## config.mk

```make
export PLATFORM = sky130hd
export DESIGN_NAME = dds_multi_channel
export DESIGN_NICKNAME = d
export VERILOG_FILES = /design/src/rtl/dds_multi_channel.sv
export SDC_FILE = /design/constraint.sdc
export NUM_CORES = 2
export LEC_CHECK = 0
export BUFFER_PORTS_ARGS = -buffer_cell sky130_fd_sc_hd__buf_2
export CORE_MARGIN = 3
export CORE_UTILIZATION = 45
export CTS_BUF_LIST = sky130_fd_sc_hd__clkbuf_16
export DETAILED_ROUTE_END_ITERATION = 8
export HOLD_SLACK_MARGIN = 0.12
export MAX_ROUTING_LAYER = met4
export SYNTH_ARGS = -nofsm -noshare
export SYNTH_HDL_FRONTEND = slang
export SYNTH_SLANG_ARGS = --single-unit
export TNS_END_PERCENT = 5
```

## constraint.sdc

```tcl
create_clock -name clk -period 18.35 [get_ports clk]
set_clock_uncertainty 0.15 [all_clocks]
set_input_delay 3.67 -clock clk [delete_from_list [all_inputs] [get_ports clk]]
set_output_delay 3.67 -clock clk [all_outputs]
set_load 0.05 [all_outputs]
```

## src/rtl/dds_multi_channel.sv

```systemverilog
// rtl/dds_multi_channel.sv - N-channel phase-coherent DDS with shadowed per-channel settings
// Quarter-wave sine LUT, 3-stage pipeline (phase index, LUT/sign, scale/round), Q3.13 outputs.
module dds_multi_channel #(
  parameter int N_CH  = 4,
  parameter int ACC_W = 16,
  parameter int PH_W  = 8,
  localparam int CH_W = (N_CH > 1) ? $clog2(N_CH) : 1
) (
  input  logic                 clk,
  input  logic                 rst,
  input  logic                 en,
  input  logic                 load,
  input  logic [CH_W-1:0]      ch_sel,
  input  logic [ACC_W-1:0]     freq_word,
  input  logic [PH_W-1:0]      phase_word,
  input  logic [7:0]           amp_word,
  input  logic                 mode_word,
  input  logic                 commit,
  input  logic                 sync_phase,
  output logic [N_CH*16-1:0]   sample_out,
  output logic                 out_valid
);

  localparam int Q = 1 << (PH_W - 2);

  // Elaboration-time table: round(16383*sin(pi/2*k/Q)) via a Taylor series, no runtime math
  function automatic logic signed [15:0] lut_entry(input int k);
    real x, term, sum;
    x    = 3.14159265358979323846 / 2.0 * real'(k) / real'(Q);
    term = x;
    sum  = x;
    for (int n = 1; n < 10; n++) begin
      term = -term * x * x / real'((2 * n) * (2 * n + 1));
      sum  = sum + term;
    end
    return 16'($rtoi(16383.0 * sum + 0.5));
  endfunction

  logic [ACC_W-1:0]   r_sh_freq   [N_CH];
  logic [PH_W-1:0]    r_sh_phase  [N_CH];
  logic [7:0]         r_sh_amp    [N_CH];
  logic               r_sh_mode   [N_CH];
  logic [ACC_W-1:0]   r_act_freq  [N_CH];
  logic [PH_W-1:0]    r_act_phase [N_CH];
  logic [7:0]         r_act_amp   [N_CH];
  logic               r_act_mode  [N_CH];
  logic [ACC_W-1:0]   r_acc       [N_CH];
  logic [PH_W-1:0]    r_s1_p      [N_CH];
  logic [7:0]         r_s1_amp    [N_CH];
  logic signed [15:0] r_s2_sin    [N_CH];
  logic signed [7:0]  r_s2_amp    [N_CH];
  logic [N_CH*16-1:0] r_sample;
  logic [1:0]         r_fill;

  logic               w_ld   [N_CH];
  logic [PH_W-1:0]    w_p    [N_CH];
  logic [PH_W-2:0]    w_addr [N_CH];
  logic signed [15:0] w_sin  [N_CH];
  logic signed [23:0] w_prod [N_CH];
  logic signed [24:0] w_rnd  [N_CH];
  logic signed [24:0] w_sh   [N_CH];
  logic signed [15:0] w_out  [N_CH];
  logic signed [15:0] w_lut  [0:Q];

  for (genvar k = 0; k <= Q; k++) begin : g_lut
    assign w_lut[k] = lut_entry(k);
  end

  always_comb begin
    for (int i = 0; i < N_CH; i++) begin
      w_ld[i]   = load && (int'(ch_sel) == i);
      w_p[i]    = r_acc[i][ACC_W-1 -: PH_W] + r_act_phase[i]
                + (r_act_mode[i] ? PH_W'(Q) : PH_W'(0));
      // Odd quadrants read the table backwards, upper half-period is negated
      w_addr[i] = r_s1_p[i][PH_W-2] ? (PH_W-1)'(Q) - {1'b0, r_s1_p[i][PH_W-3:0]}
                                    : {1'b0, r_s1_p[i][PH_W-3:0]};
      w_sin[i]  = r_s1_p[i][PH_W-1] ? -w_lut[w_addr[i]] : w_lut[w_addr[i]];
      w_prod[i] = r_s2_sin[i] * r_s2_amp[i];
      w_rnd[i]  = $signed({w_prod[i][23], w_prod[i]}) + 25'sd32;
      w_sh[i]   = w_rnd[i] >>> 6;
      if (w_sh[i] > 25'sd32767) begin
        w_out[i] = 16'sh7FFF;
      end else if (w_sh[i] < -25'sd32768) begin
        w_out[i] = 16'sh8000;
      end else begin
        w_out[i] = w_sh[i][15:0];
      end
    end
  end

  // Settings and accumulators: load/commit are independent of en
  always_ff @(posedge clk or negedge rst) begin
    if (!rst) begin
      for (int i = 0; i < N_CH; i++) begin
        r_sh_freq[i]   <= '0;
        r_sh_phase[i]  <= '0;
        r_sh_amp[i]    <= '0;
        r_sh_mode[i]   <= 1'b0;
        r_act_freq[i]  <= '0;
        r_act_phase[i] <= '0;
        r_act_amp[i]   <= '0;
        r_act_mode[i]  <= 1'b0;
        r_acc[i]       <= '0;
      end
    end else begin
      for (int i = 0; i < N_CH; i++) begin
        if (w_ld[i]) begin
          r_sh_freq[i]  <= freq_word;
          r_sh_phase[i] <= phase_word;
          r_sh_amp[i]   <= amp_word;
          r_sh_mode[i]  <= mode_word;
        end
        if (commit) begin
          r_act_freq[i]  <= w_ld[i] ? freq_word  : r_sh_freq[i];
          r_act_phase[i] <= w_ld[i] ? phase_word : r_sh_phase[i];
          r_act_amp[i]   <= w_ld[i] ? amp_word   : r_sh_amp[i];
          r_act_mode[i]  <= w_ld[i] ? mode_word  : r_sh_mode[i];
        end
        if (commit && sync_phase) begin
          r_acc[i] <= '0;
        end else if (en) begin
          r_acc[i] <= r_acc[i] + r_act_freq[i];
        end
      end
    end
  end

  // Amplitude travels with its phase index so a commit takes effect on a clean sample boundary
  always_ff @(posedge clk or negedge rst) begin
    if (!rst) begin
      for (int i = 0; i < N_CH; i++) begin
        r_s1_p[i]   <= '0;
        r_s1_amp[i] <= '0;
        r_s2_sin[i] <= '0;
        r_s2_amp[i] <= '0;
      end
      r_sample <= '0;
      r_fill   <= '0;
    end else if (en) begin
      for (int i = 0; i < N_CH; i++) begin
        r_s1_p[i]              <= w_p[i];
        r_s1_amp[i]            <= r_act_amp[i];
        r_s2_sin[i]            <= w_sin[i];
        r_s2_amp[i]            <= r_s1_amp[i];
        r_sample[16*i +: 16]   <= w_out[i];
      end
      if (r_fill != 2'd3) begin
        r_fill <= r_fill + 2'd1;
      end
    end
  end

  assign sample_out = r_sample;
  assign out_valid  = en && (r_fill == 2'd3);

endmodule
```

==> reports/metrics.yaml <==
relSlewSlack_pct: 25.6
cts_hold_buf: 0
yosys.cell_count.top_type: "inv_1"
clock_sinks: 554
die_h_um: 345
start_kind: "input pin"
cpPeakStageDelay_ns: 0.26
hold_path.class: "flop to flop"
cts_buffers: 69
clock_latency_ns: 0.65
ys_ff_latch: 554
ctsResizeCount: 0
final_nets: 6118
synth_common_cells: "582 x inv_1, 554 x dfrtp_1, 432 x fa_1"
avgSynthCellArea_um2: 9.61
io_pins: 106
syn-cell-area_um2: 51800
cts_tree: "yes"
whs_ns: 0.331
synth.area.top_cells: "dfrtp_1 27%, fa_1 17%, ha_1 7.9%"
rows: 123
start_util_pct: 45.7
routedWlPerCell_um: 18.1
seq_area_frac_synth_pct: 26.8
maxSlewViolCount: 0
drv_cap: 0
setup_viol: 0
dr.pass1.iters: 6
crit_path_end_kind: "output pin"
period_share_pct: 44.5
fillers: 10618
synth_edf_count: 0
grt_max_degree: 184
dpl.hpwl_mm: 89.8
crit_type: "input pin to output pin"
path_buf_inv: 2
cts.reportedPaths.clkPinSlew_ns: 0.05
required_ns: 14.53
coreArea_um2: 113000
track_usage_pct: 21.6
syn_nets: 6193
cp_cell_sequence: "buf_8, and2_1, buf_2"
drc: 0
arrival_ns: 4.35
finalHoldViolCount: 0
area_growth_pct: 7.69
async_reset_ff_share_pct: 100
drtIter0Drc: 2576
drive_above_1_share_pct: 12.5
overflow: 0
via_per_inst: 5.62
htreeDepth: 3
fin_tns_setup_ns: 0
synthCells: 5391
ant_nets: 0
rsz0062_at_grt: "no"
tightest_slew_ns: 1.12
grt_pass1_vias: 38773
period_needed_ns: 8.17
die-area_um2: 119000
wl_mm: 125
yosysWarnings: 0
cts_root_buffer: "clkbuf_16"
crit_family: "buffers and inverters"
ys.flop_type: "dfrtp_1"
clock_path_buffers: 3
globalplace.congestion: 0.899
cts_setup_buffers: 0
dp_slack_ns: 10.17
vias: 38664
die_x_um: 345
yosys.area.top_type: "dfrtp_1"
crit_slowest_cell: "buf_2"
antenna_found_initial: 6
portBuffers: 105
yosys.cell_types.count: 102
grt_pass1_wl_mm: 209
max_freq_mhz: 122
status: "completed"
path_max_fanout: 29
worst_slack_ns: 10.18
synth_top_area_share_pct: 26.8
-- logic make-up after synthesis --
logic type | share of synthesized area (%)
simple gates | 14.7
compound gates | 14.1
buf+inv | 6.67
fa+ha+maj | 24.6
flops | 26.8
mux | 9.32
xor+xnor | 3.78
-- metrics by stage --
stage	instance area (um^2)	cells	utilization, %
after floorplan	51800	5391	-
after global routing	55800	6877	49.2
after detailed placement	53400	6745	47.1
after global placement	53400	6745	47.1
after CTS	55800	6872	49.2
final	55800	6877	49.2
-- state kept, by name, summed over array words and instances, names as in the netlist, 64 cells and up --
register    cells
sample_out     64
r_acc          64
r_sh_freq      64
r_act_freq     64
r_s2_sin       64
-- worst paths after layout --
check,startpoint,end,slack (ns),cells past startpoint
min in group asynchronous,rst,sample_out[15],2.92,1
max reg2reg,r_s2_amp[7],sample_out[53],11.55,16
max,en,out_valid,10.18,3
max in group asynchronous,rst,r_sh_phase[21],12.86,3
min reg2reg,r_fill[0],r_fill[0],0.33,1
min,r_fill[0],r_fill[0],0.33,1
-- layout make-up --
cell class              count  area (um^2)  share of cell area, %
repair buffers            148          925                   1.66
inverters                 596         2240                   4.02
clock buffers              70         1750                   3.14
multi-input cells        3947        34500                   61.9
diodes                      5         12.5                 0.0224
well taps                1500         1880                   3.36
flip-flops and latches    554        13900                   24.9
clock inverters            57          578                   1.04
-- placed cells by master, fill, tap and decap left out, drive strengths merged, types with 101 or more instances in the layout --
cell type  count
and2         365
buf          148
ha           329
fa           432
mux2         351
nand3        101
xnor2        154
nor2         337
dfrtp        554
nand2        309
o21ai        190
a21oi        222
inv          604
-- metal layers --
layer | track usage [%] | share of wire, % | vias to the layer above
li1 | - | - | 18432
met1 | 30.2 | 48 | 19203
met2 | 33.1 | 45 | 842
met3 | 2.91 | 4.6 | 187
met4 | 5.49 | 2.5 | 0
met5 | - | 0 | -
Power is left out: the tool's default activity adds up to more than one toggle a clock period on the data nets, which glitch-free logic cannot reach.
